$ cat config.mk
export PLATFORM = sky130hd
export DESIGN_NAME = aes_selftest_monitor
export DESIGN_NICKNAME = d
export VERILOG_FILES = /design/src/rtl/aes_selftest_monitor.sv
export SDC_FILE = /design/constraint.sdc
export NUM_CORES = 1
export LEC_CHECK = 0
export ABC_AREA = 1
export ABC_CLOCK_PERIOD_IN_PS = 3300
export BUFFER_PORTS_ARGS = -buffer_cell sky130_fd_sc_hd__buf_2
export CORE_MARGIN = 2
export CORE_UTILIZATION = 35
export CTS_BUF_LIST = sky130_fd_sc_hd__clkbuf_2
export CTS_CLUSTER_DIAMETER = 80
export CTS_CLUSTER_SIZE = 8
export DETAILED_ROUTE_END_ITERATION = 8
export PLACE_DENSITY = 0.53
export SLEW_MARGIN = 10
export SYNTH_ARGS = -nofsm -noshare
export SYNTH_HDL_FRONTEND = slang
export SYNTH_SLANG_ARGS = --single-unit
$ cat constraint.sdc
create_clock -name clk -period 3.3 [get_ports clk]
set_input_delay 0.495 -clock clk [delete_from_list [all_inputs] [get_ports clk]]
set_output_delay 0.495 -clock clk [all_outputs]
set_load 0.01 [all_outputs]
$ cat src/rtl/aes_selftest_monitor.sv
// Sequencer for the AES all-modes self-test wrapper: enables it, waits for the datapaths to settle,
// confirms the six pass flags are stable and latches them onto LEDs. Optional blink: AES_SELFTEST_BLINK_EN.
module aes_selftest_monitor #(
  parameter int SETTLE_CYCLES  = 16,
  parameter int CONFIRM_CYCLES = 4,
  parameter int MAX_RETRIES    = 8,
  parameter int BLINK_HALF     = 25000000
) (
  input  logic       clk,
  input  logic       rst_n,
  input  logic       start,
  input  logic [5:0] pass_in,
  output logic       wrap_enable,
  output logic [5:0] led,
  output logic       all_pass,
  output logic       unstable,
  output logic       busy,
  output logic       done
);

  localparam int SW = $clog2(SETTLE_CYCLES) + 1;
  localparam int CW = $clog2(CONFIRM_CYCLES) + 1;
  localparam int RW = $clog2(MAX_RETRIES) + 1;

  localparam logic [SW-1:0] SETTLE_LAST = SW'(SETTLE_CYCLES - 1);
  localparam logic [CW-1:0] CONFIRM_N   = CW'(CONFIRM_CYCLES);
  localparam logic [RW-1:0] RETRY_LAST  = RW'(MAX_RETRIES - 1);

  typedef enum logic [1:0] {
    S_IDLE    = 2'd0,
    S_SETTLE  = 2'd1,
    S_CONFIRM = 2'd2,
    S_DONE    = 2'd3
  } state_t;

  state_t          r_state;
  state_t          w_state_nxt;

  logic [SW-1:0]   r_settle_cnt;
  logic [CW-1:0]   r_stable_cnt;
  logic [RW-1:0]   r_retry_cnt;
  logic [5:0]      r_snap;
  logic [5:0]      r_result;
  logic            r_unstable;

  logic [SW-1:0]   w_settle_nxt;
  logic [CW-1:0]   w_stable_nxt;
  logic [RW-1:0]   w_retry_nxt;
  logic [5:0]      w_snap_nxt;
  logic [5:0]      w_result_nxt;
  logic            w_unstable_nxt;

  logic            w_mismatch;
  logic [5:0]      w_led_fail;

  logic            w_wrap_nxt;
  logic [5:0]      w_led_nxt;
  logic            w_all_pass_nxt;
  logic            w_unstable_out_nxt;
  logic            w_busy_nxt;
  logic            w_done_nxt;

  // A mismatch only exists once a reference sample has been taken in this attempt.
  assign w_mismatch = (r_stable_cnt != '0) && (pass_in != r_snap);

  always_ff @(posedge clk) begin
    if (!rst_n) begin
      r_state <= S_IDLE;
    end else begin
      r_state <= w_state_nxt;
    end
  end

  always_comb begin
    w_state_nxt = r_state;
    case (r_state)
      S_IDLE: begin
        if (start) w_state_nxt = S_SETTLE;
      end
      S_SETTLE: begin
        if (r_settle_cnt == SETTLE_LAST) w_state_nxt = S_CONFIRM;
      end
      S_CONFIRM: begin
        if (r_stable_cnt != '0) begin
          if (w_mismatch) begin
            if (r_retry_cnt == RETRY_LAST) w_state_nxt = S_DONE;
          end else if (r_stable_cnt == CONFIRM_N) begin
            w_state_nxt = S_DONE;
          end
        end
      end
      S_DONE: begin
        if (start) w_state_nxt = S_SETTLE;
      end
      default: w_state_nxt = S_IDLE;
    endcase
  end

  always_comb begin
    w_settle_nxt   = r_settle_cnt;
    w_stable_nxt   = r_stable_cnt;
    w_retry_nxt    = r_retry_cnt;
    w_snap_nxt     = r_snap;
    w_result_nxt   = r_result;
    w_unstable_nxt = r_unstable;
    case (r_state)
      S_IDLE: begin
        if (start) begin
          w_settle_nxt = '0;
          w_retry_nxt  = '0;
        end
      end
      S_SETTLE: begin
        if (r_settle_cnt == SETTLE_LAST) begin
          w_stable_nxt = '0;
        end else begin
          w_settle_nxt = r_settle_cnt + 1'b1;
        end
      end
      S_CONFIRM: begin
        if (r_stable_cnt == '0) begin
          w_snap_nxt   = pass_in;
          w_stable_nxt = CW'(1);
        end else if (w_mismatch) begin
          // Exhausting retries wins over a simultaneous accept.
          if (r_retry_cnt == RETRY_LAST) begin
            w_result_nxt   = '0;
            w_unstable_nxt = 1'b1;
          end else begin
            w_snap_nxt   = pass_in;
            w_stable_nxt = CW'(1);
            w_retry_nxt  = r_retry_cnt + 1'b1;
          end
        end else if (r_stable_cnt == CONFIRM_N) begin
          w_result_nxt   = r_snap;
          w_unstable_nxt = 1'b0;
        end else begin
          w_stable_nxt = r_stable_cnt + 1'b1;
        end
      end
      S_DONE: begin
        if (start) begin
          w_settle_nxt   = '0;
          w_retry_nxt    = '0;
          w_result_nxt   = '0;
          w_unstable_nxt = 1'b0;
        end
      end
      default: begin
        w_settle_nxt = '0;
      end
    endcase
  end

  always_ff @(posedge clk) begin
    if (!rst_n) begin
      r_settle_cnt <= '0;
      r_stable_cnt <= '0;
      r_retry_cnt  <= '0;
      r_snap       <= '0;
      r_result     <= '0;
      r_unstable   <= 1'b0;
    end else begin
      r_settle_cnt <= w_settle_nxt;
      r_stable_cnt <= w_stable_nxt;
      r_retry_cnt  <= w_retry_nxt;
      r_snap       <= w_snap_nxt;
      r_result     <= w_result_nxt;
      r_unstable   <= w_unstable_nxt;
    end
  end

`ifdef AES_SELFTEST_BLINK_EN
  localparam int BW = $clog2(BLINK_HALF) + 1;
  localparam logic [BW-1:0] BLINK_LAST = BW'(BLINK_HALF - 1);

  logic [BW-1:0] r_blink_cnt;
  logic          r_blink_phase;
  logic [BW-1:0] w_blink_cnt_nxt;
  logic          w_blink_phase_nxt;

  // Phase restarts at 0 on every DONE entry so the first DONE cycle shows the raw result.
  always_comb begin
    w_blink_cnt_nxt   = r_blink_cnt;
    w_blink_phase_nxt = r_blink_phase;
    if (w_state_nxt == S_DONE && r_state != S_DONE) begin
      w_blink_cnt_nxt   = '0;
      w_blink_phase_nxt = 1'b0;
    end else if (r_state == S_DONE) begin
      if (r_blink_cnt == BLINK_LAST) begin
        w_blink_cnt_nxt   = '0;
        w_blink_phase_nxt = ~r_blink_phase;
      end else begin
        w_blink_cnt_nxt = r_blink_cnt + 1'b1;
      end
    end
  end

  always_ff @(posedge clk) begin
    if (!rst_n) begin
      r_blink_cnt   <= '0;
      r_blink_phase <= 1'b0;
    end else begin
      r_blink_cnt   <= w_blink_cnt_nxt;
      r_blink_phase <= w_blink_phase_nxt;
    end
  end

  assign w_led_fail = {6{w_blink_phase_nxt}};
`else
  assign w_led_fail = 6'h00;
`endif

  // Outputs are computed from next-state values so the registered copies line up with the state.
  always_comb begin
    w_wrap_nxt         = 1'b0;
    w_led_nxt          = 6'h00;
    w_all_pass_nxt     = 1'b0;
    w_unstable_out_nxt = 1'b0;
    w_busy_nxt         = 1'b0;
    w_done_nxt         = 1'b0;
    case (w_state_nxt)
      S_SETTLE, S_CONFIRM: begin
        w_wrap_nxt = 1'b1;
        w_busy_nxt = 1'b1;
      end
      S_DONE: begin
        w_done_nxt         = 1'b1;
        w_led_nxt          = w_result_nxt | w_led_fail;
        w_all_pass_nxt     = (w_result_nxt == 6'h3F) && !w_unstable_nxt;
        w_unstable_out_nxt = w_unstable_nxt;
      end
      default: begin
        w_done_nxt = 1'b0;
      end
    endcase
  end

  always_ff @(posedge clk) begin
    if (!rst_n) begin
      wrap_enable <= 1'b0;
      led         <= 6'h00;
      all_pass    <= 1'b0;
      unstable    <= 1'b0;
      busy        <= 1'b0;
      done        <= 1'b0;
    end else begin
      wrap_enable <= w_wrap_nxt;
      led         <= w_led_nxt;
      all_pass    <= w_all_pass_nxt;
      unstable    <= w_unstable_out_nxt;
      busy        <= w_busy_nxt;
      done        <= w_done_nxt;
    end
  end

endmodule

# After elaboration in Yosys (flattened, before gate mapping)
# Cells that the tools add are included.
dict set report word_totals {
  reg_bits 37
  ramBits 0
  memories 0
  romBits 0
  in_bits 9
  latch_bits 0
}
dict set report op_classes {
  reduce_logical 17
  shift 0
  eq_ne 20
  mux 38
  addsub 3
  n_bitwise 0
  multipliers 0
  n_div 0
  magnitude_cmp 0
}
# cell count
set ops {}
lappend ops {{$mux W6} 8}
lappend ops {{$mux W4} 4}
lappend ops {{$mux W3} 5}
lappend ops {{$mux W2} 6}
lappend ops {{$pmux W6 S2} 1}
lappend ops {{$mux W5} 2}
lappend ops {{$ne A2 B2 Y1 const B} 5}
lappend ops {{$pmux W5 S2} 1}
lappend ops {{$eq A2 B2 Y1 const B} 4}
lappend ops {{$ne A4 B4 Y1 const B} 2}
lappend ops {{$pmux W4 S2} 1}
lappend ops {{$reduce_bool A2 Y1} 4}
lappend ops {{$mux W1} 7}
lappend ops {{$eq A6 B6 Y1 const B} 1}
lappend ops {{$ne A6 B6 Y1} 1}
lappend ops {{$pmux W2 S3} 1}
lappend ops {{$pmux W3 S2} 1}
lappend ops {{$reduce_and A3 Y1} 2}
lappend ops {{$add A5 B1 Y5 const B} 1}
lappend ops {{$eq A5 B4 Y1 const B} 1}
lappend ops {{$reduce_and A5 Y1} 1}
lappend ops {{$add A4 B1 Y4 const B} 1}
lappend ops {{$eq A2 B1 Y1 const B} 2}
lappend ops {{$eq A4 B3 Y1 const B} 1}
lappend ops {{other kinds (12)} 15}

# Depth between registers and ports, before layout
# Gate-level depths: netlist (run 1).
dict set report depth {
  ltp_word 8
  ltp_mapped 15
  depth_no_buf 15
}

# Worst setup path after synthesis (run 1)
# Ideal clock, no wire load.
dict set report synth_path {
  kind {input to register}
  start {input port pass_in[1]}
  end {register all_pass}
  required_ns 3.188
  setup_ns 0.112
  path_buffers 1
  cell_stages 14
  arrival_time_ns 1.902
  slack_ns 1.286
  path_cell_list {nor2_1 nor2_1 nor2_1 nand3_2 buf_6 nand4_2 nand2_1 o21ai_0 nand2_1 ha_1 nand2_1 a21oi_2 nand2_1 nor2_1}
}
dict set report synth_via {
  elab_chain_cells 7
}
# element line_no
set synth_lines {}
lappend synth_lines {{start: declaration} 12} ;# input logic [5:0] pass_in,
lappend synth_lines {{$ne A6 B6 Y1} 64} ;# assign w_mismatch = (r_stable_cnt != '0) && (pass_in != r_snap);
lappend synth_lines {{$logic_and A1 B1 Y1} 64}
lappend synth_lines {{$mux W2} 85} ;# if (w_mismatch) begin
lappend synth_lines {{$mux W2} 84} ;# if (r_stable_cnt != '0) begin
lappend synth_lines {{$pmux W2 S3} 76} ;# case (r_state)
lappend synth_lines {{via w_state_nxt[0]} 37} ;# state_t w_state_nxt;
lappend synth_lines {{$eq A2 B2 Y1} 222} ;# case (w_state_nxt)
lappend synth_lines {{$reduce_and A2 Y1 (no line)} n/a}
lappend synth_lines {{end signal: assignment} 250} ;# all_pass <= w_all_pass_nxt;
lappend synth_lines {{end: declaration} 15} ;# output logic all_pass,
# The timed path passes the listed nets, and every way through them passes these cells.
# A chain may end at the register's enable or synchronous reset.

# Worst setup path in the final report (run 1)
dict set report layout_path {
  start {register r_state[0]}
  end {register all_pass}
}
dict set report layout_via {
  elab_chain_cells 6
}
# element line_no
set layout_lines {}
lappend layout_lines {{start: declaration} 36} ;# state_t r_state;
lappend layout_lines {{start signal: assignment} 70} ;# r_state <= w_state_nxt;
lappend layout_lines {{$mux W2, on equally long branches} {87, 86}}
lappend layout_lines {{$mux W2} 85}
lappend layout_lines {{$mux W2} 84}
lappend layout_lines {{$pmux W2 S3 (*)} 76}
lappend layout_lines {{via w_state_nxt[0]} 37}
lappend layout_lines {{$eq A2 B2 Y1 (*)} 222}
lappend layout_lines {{$reduce_and A2 Y1 (no line) (*)} n/a}
# The timed path passes the listed nets; every way through them passes the cells marked *.

==> results by group, run 1 <==
Cells and area
  • Layout Cells excl Fill: ~380
  • Antenna cell count: 0
  • Design Area, Final: 2187 sq um
  • Fin nets: 327
  • Share of layout cells above drive strength 1: between 10 and 15%
  • Final Util: approximately two fifths
  • Fillers: roughly 600
  • P&R area growth vs syn: 12.34%

Place
  • Final GP Congestion: roughly 0.8
  • Placed insts: 373
  • Hpwl dp: between 3 and 4 mm
  • Port Buf Inserts: 19
  • Placed cell areas: 2093 sq um

Timing
  • RSZ-0062 raised after global routing: no
  • Fin crit period: between 2000 and 2500 ps
  • Slew Viols, Final: 0
  • Max-slew headroom: about 62%
  • Final setup fails: 0
  • Setup tns final: 0 ps
  • Final Hold Viols: 0
  • Clock Skew: about 23 ps
  • Final Cycle Share: 70.63%
  • Worst-margin pin slew: 566.4 ps
  • Fmax: approximately 0.43 GHz

Routing
  • Starting DRT DRC Count: 47
  • Final wirelength: between 4 and 5 mm
  • Antenna-violating nets left: 0
  • Drt first pass iters: 4
  • # DRC: 0
  • Vias: ~1,700
  • Mean routed wirelength per cell: roughly 11 um
  • Via density: about 4.6

Global routing
  • Global-route wire length before repair: approximately 7 mm
  • Global-route usage over all layers: between 10% and 20%
  • Number of global-route vias before repair: ~1,600
  • GRT met1 Usage: 15.95%
  • Layer with the highest usage: met2
  • Largest net degree at the start of global routing: 18
  • Grt met2 use: a little over a quarter
  • Grt ovf: 0
  • Initial antenna violation count: 0
  • Global routing usage on met3: under 10%

Flow run
  • Maxcap violations: 0

Worst hold path
  • Hold WC Path Type: in2reg

Setup path
  • Endpoint class of the critical path: register
  • CP Launch Point: r_state[0]
  • CP endpoint: all_pass
  • R2R cell count: 13
  • CP max FO: 9
  • Startpoint Class: register
  • Crit path kind: reg2reg
  • Worst Path Required: between 3000 and 4000 ps
  • Worst R2R Setup Slack: roughly 970 ps
  • RR Endpoint: all_pass
  • Reg-to-reg startpoint: r_state[0]
  • WP data arrival: 2680 ps

Synth
  • Top post-synthesis cells by count: nand2_1 (72), nor2_1 (43), inv_1 (39)
  • Post-Syn Instances: between 200 and 300
  • Area leader, netlist: dfxtp_1
  • Top cell type's share of synthesized area: 38.05%
  • Post-Syn Nets: approximately 310
  • Sequential fraction of the synthesis area: between 30% and 40%
  • Synth cell types: 28
  • Top_reg_cell synth: dfxtp_1
  • Dominant cells by area after synthesis: dfxtp_1 (38%), nand2_1 (14%), nor2_1 (8.3%), inv_1 (7.5%), ha_1 (6.4%)
  • Most frequent cell after synthesis: nand2_1
  • EDFF count, synth: 0
  • Fraction of registers with async set/reset: 0%
  • Post-Syn Area per Cell: roughly 6.8 sq um
  • #FFs+latches synth: 37
  • YS warnings: 0
  • Syn Std Cell Area: a little under 2000 sq um

CTS
  • Clk slew on worst S/H paths: 220 ps
  • H-tree levels: 2
  • Post-cts resize count: 0
  • Hold buffers post-CTS: 0
  • Max Buffers Root-to-Sink: 2
  • Number of CTS-inserted buffers: 5
  • Clock Latency Late Sink: 400 ps
  • TritonCTS Sinks: 37
  • CTS root buf: clkbuf_2
  • TritonCTS clock tree: built
  • Setup repair bufs after CTS: 0

Power
  • Power Density: 631.3 nW/um^2
  • Static leakage: 1.041 nW
  • VDD IR-drop max: roughly 280 uV

Floorplanning
  • Row cnt: 27
  • Initial Util: ~36%
  • Die area: between 6000 and 7000 sq um
  • Die Span Y: between 70 and 80 um
  • Die Span X: between 70 and 80 um
  • Core Area: 5439 sq um
  • # IOs: 20

Status
  • Status: finished clean
==> area by class of cell <==
type | count | area, sq um | share of cell area, %
multi-input combinational | 203 | 1010 | 46.17
sequential | 37 | 740.7 | 33.87
inverter | 42 | 157.7 | 7.208
timing repair buffer | 19 | 95.09 | 4.348
tap | 72 | 90.09 | 4.119
clock inverter | 3 | 68.82 | 3.146
clock buffer | 5 | 25.02 | 1.144
==> registers in the layout, summed over array words and instances (netlist names) <==
register	cells
r_state	2
r_retry_cnt	4
r_settle_cnt	5
r_result	6
r_snap	6
unstable	1
r_stable_cnt	3
led	6
all_pass	1
done	1
r_unstable	1
busy	1
==> power by group <==
part	total, mW	internal (mW)	switching [mW]
Combinational	0.439	0.149	0.291
Sequential	0.570	0.514	0.0566
Clock	0.371	0.207	0.164
Total	1.38	0.869	0.512
==> cell families after synthesis <==
group	synth area share, %
xor gates and xnor gates	1.350
AOI/OAI and AO/OA	12.34
buffers and inverters	10.09
DFF	38.05
and+or+nand+nor	31.23
muxes	0.5142
adders and majority gates	6.427
==> worst max-delay path, stage by stage, from the launching register on <==
cell     delay (ps)
dfxtp_1         400
inv_1            80
ha_1            380
inv_2            90
nor2_1          290
nand3_2         170
nand2_1          90
o21ai_0         100
nand2_1          80
ha_1            140
nand2_1         160
a21oi_2         160
nand2_1          60
nor2_1           70
==> metal layers <==
layer	vias to the layer above	wire length, um
met5	-	0
met4	0	97
met3	11	94
met2	18	1960
met1	765	1867
li1	943	-
==> how the worst min path moves through the flow <==
stage	from	endpoint	slack, ps	cells after the start
final	pass_in[4]	r_snap[4]	320	3
after CTS	pass_in[4]	r_snap[4]	290	3
after global placement	r_settle_cnt[4]	r_settle_cnt[4]	450	2
after global routing	pass_in[3]	r_snap[3]	290	3
after detailed placement	r_retry_cnt[3]	r_retry_cnt[3]	490	2
after floorplan	r_settle_cnt[4]	r_settle_cnt[4]	440	2
==> metrics by stage <==
| step | setup slack, ps | power [mW] | hold WS (ps) |
|---|---|---|---|
| after CTS | 927.5 | 1.405 | 287.2 |
| after global placement | 863.6 | 1.025 | 451.1 |
| after global routing | 578.6 | 1.512 | 293.2 |
| after floorplan | 1286 | 0.9289 | 440.4 |
| after detailed placement | 783.6 | 1.025 | 490.1 |
| final | 969.3 | 1.381 | 318.7 |
==> cell usage in the layout (no fill, tap or decap), types with 3 or more instances in the layout <==
master	n
inv_1	39
nor2_1	43
nand3_1	12
nand4_1	3
buf_2	19
nand3_2	3
o21ai_0	21
ha_1	10
dfxtp_1	37
nor3_1	3
clkbuf_2	5
a21oi_1	22
nand2_1	72
Note: power is estimated with default switching activity, not from simulation.
==> inputs of run 2 (changes only) <==
--- a/config.mk
+++ b/config.mk
@@ -6,7 +6,7 @@
 export NUM_CORES = 1
 export LEC_CHECK = 0
 export ABC_AREA = 1
-export ABC_CLOCK_PERIOD_IN_PS = 3300
+export ABC_CLOCK_PERIOD_IN_PS = 2200
 export BUFFER_PORTS_ARGS = -buffer_cell sky130_fd_sc_hd__buf_2
 export CORE_MARGIN = 2
 export CORE_UTILIZATION = 35
==> constraint.sdc (replaced) <==
create_clock -name clk -period 2.2 [get_ports clk]
set_input_delay 0.33 -clock clk [delete_from_list [all_inputs] [get_ports clk]]
set_output_delay 0.33 -clock clk [all_outputs]
set_load 0.01 [all_outputs]
==> results by group, run 2 (same netlist as run 1, synthesis figures left out) <==
Status
  • Status: finished clean (unchanged)

Routing
  • Mean routed wirelength per cell: 10.53 um (was 10.55 um)
  • Antenna-violating nets left: 0 (unchanged)
  • # DRC: 0 (unchanged)
  • Starting DRT DRC Count: 55 (was 47)
  • Vias: 1,795 (was 1,737)
  • Final wirelength: 4.126 mm (was 4.019 mm)
  • Drt first pass iters: 4 (unchanged)
  • Via density: 4.579 (was 4.559)

Cells and area
  • Largest registers: led: 6 flops, r_result: 6 flops, r_snap: 6 flops (unchanged)
  • Fin nets: 338 (was 327)
  • Share of layout cells above drive strength 1: 17.50% (was 12.30%)
  • Most frequent cells in the layout: nand2_1 (72), nor2_1 (40), inv_1 (39) (was nand2_1 (72), nor2_1 (43), inv_1 (39))
  • Layout Cells excl Fill: 392 (was 381)
  • Commonest non-fill, non-tap cell in the layout: nand2_1 (unchanged)
  • Final Util: 41.11% (was 40.21%)
  • Design Area, Final: 2236 sq um (was 2187 sq um)
  • P&R area growth vs syn: 14.85% (was 12.34%)
  • Antenna cell count: 0 (unchanged)

CTS
  • Hold buffers post-CTS: 0 (unchanged)
  • CTS root buf: clkbuf_2 (unchanged)
  • TritonCTS Sinks: 37 (unchanged)
  • TritonCTS clock tree: built (unchanged)
  • Setup repair bufs after CTS: 0 (unchanged)
  • Clk slew on worst S/H paths: 230 ps (was 220 ps)
  • H-tree levels: 2 (unchanged)
  • Clock Latency Late Sink: 410 ps (was 400 ps)
  • Max Buffers Root-to-Sink: 2 (unchanged)
  • Post-cts resize count: 0 (unchanged)
  • Number of CTS-inserted buffers: 5 (unchanged)

Timing
  • Final setup fails: 0 (unchanged)
  • Final worst slack: 222.8 ps (was 969.3 ps)
  • Clock Skew: 28.47 ps (was 23.12 ps)
  • Fmax: 0.5058 GHz (was 0.4290 GHz)
  • Max-slew headroom: 67.54% (was 62.16%)
  • Final hold slack: 139.8 ps (was 318.7 ps)
  • Setup tns final: 0 ps (unchanged)
  • Final Hold Viols: 0 (unchanged)
  • Slew Viols, Final: 0 (unchanged)
  • Worst-margin pin slew: 483.9 ps (was 566.4 ps)
  • Fin crit period: 1977 ps (was 2331 ps)
  • Final Cycle Share: 89.87% (was 70.63%)

Floorplanning
  • # IOs: 20 (unchanged)
  • Die Span X: 78.58 um (unchanged)
  • Core Area: 5439 sq um (unchanged)
  • Row cnt: 27 (unchanged)
  • Die area: 6175 sq um (unchanged)
  • Die Span Y: 78.58 um (unchanged)
  • Initial Util: 35.79% (unchanged)

Place
  • Worst slack, placed: 83.14 ps (was 783.6 ps)
  • Hpwl dp: 3.223 mm (was 3.099 mm)
  • Placed cell areas: 2176 sq um (was 2093 sq um)
  • Final GP Congestion: 0.7698 (was 0.8019)
  • Placed insts: 384 (was 373)
  • Port Buf Inserts: 19 (unchanged)

Setup path
  • WP data arrival: 2290 ps (was 2680 ps)
  • CP max FO: 7 (was 9)
  • Crit path kind: reg2reg (unchanged)
  • Startpoint Class: register (unchanged)
  • R2R cell count: 14 (was 13)
  • Reg-to-reg startpoint: r_snap[0] (was r_state[0])
  • Endpoint class of the critical path: register (unchanged)
  • CP Launch Point: r_snap[0] (was r_state[0])
  • Worst Path Required: 2520 ps (was 3650 ps)

Power
  • Final Power: 1.930 mW (was 1.381 mW)
  • VDD IR-drop max: 289.6 uV (was 278.2 uV)
  • Static leakage: 1.076 nW (was 1.041 nW)
  • Power Density: 863.1 nW/um^2 (was 631.3 nW/um^2)

Flow run
  • Maxcap violations: 0 (unchanged)

Global routing
  • Number of global-route vias before repair: 1,700 (was 1,646)
  • Largest net degree at the start of global routing: 18 (unchanged)
  • Global-route wire length before repair: 7.127 mm (was 7.017 mm)
  • Global-route usage over all layers: 14.62% (was 14.48%)
  • Initial antenna violation count: 0 (unchanged)
  • Grt ovf: 0 (unchanged)

Worst hold path
  • Hold WC Path Type: in2reg (unchanged)
  • Hold Crit Start: pass_in[5] (was pass_in[4])
  • Worst Hold Depth: 3 (unchanged)
-- run 2: layout make-up --
class	count	area, sq um
tap	72	90.09
sequential	37	745.7
clock inverter	3	22.52
clock buffer	5	25.02
multi-input combinational	203	1017
timing repair buffer	30	177.7
fill	590	3203
inverter	42	157.7
-- run 2: critical path: stages (launching register included) --
cell and delay (ps):
dfxtp_1 440, nand2_1 60, inv_1 50, nor2_1 30, nor2_1 150, nand3_2 190, nand4_2 120, buf_4 130
nand4_1 90, nand2_1 90, inv_1 50, ha_1 170, nand2_1 100, buf_4 160, inv_1 40
-- run 2: layer usage --
metal | wire length, um | track usage [%]
met5 | 0 | 0
met4 | 55 | 5.263
met3 | 98 | 3.103
met2 | 2035 | 25.90
met1 | 1936 | 17.29
-- run 2: final timing paths --
kind,end,slack [ps]
max,done,220
min,r_snap[5],140
max reg2reg,done,220
min reg2reg,r_settle_cnt[4],480
-- run 2: report_power, final --
part | leakage [nW] | internal [mW] | switching (mW)
Combinational | 0.741 | 0.277 | 0.460
Sequential | 0.302 | 0.776 | 0.0845
Clock | 0.0329 | 0.0808 | 0.251
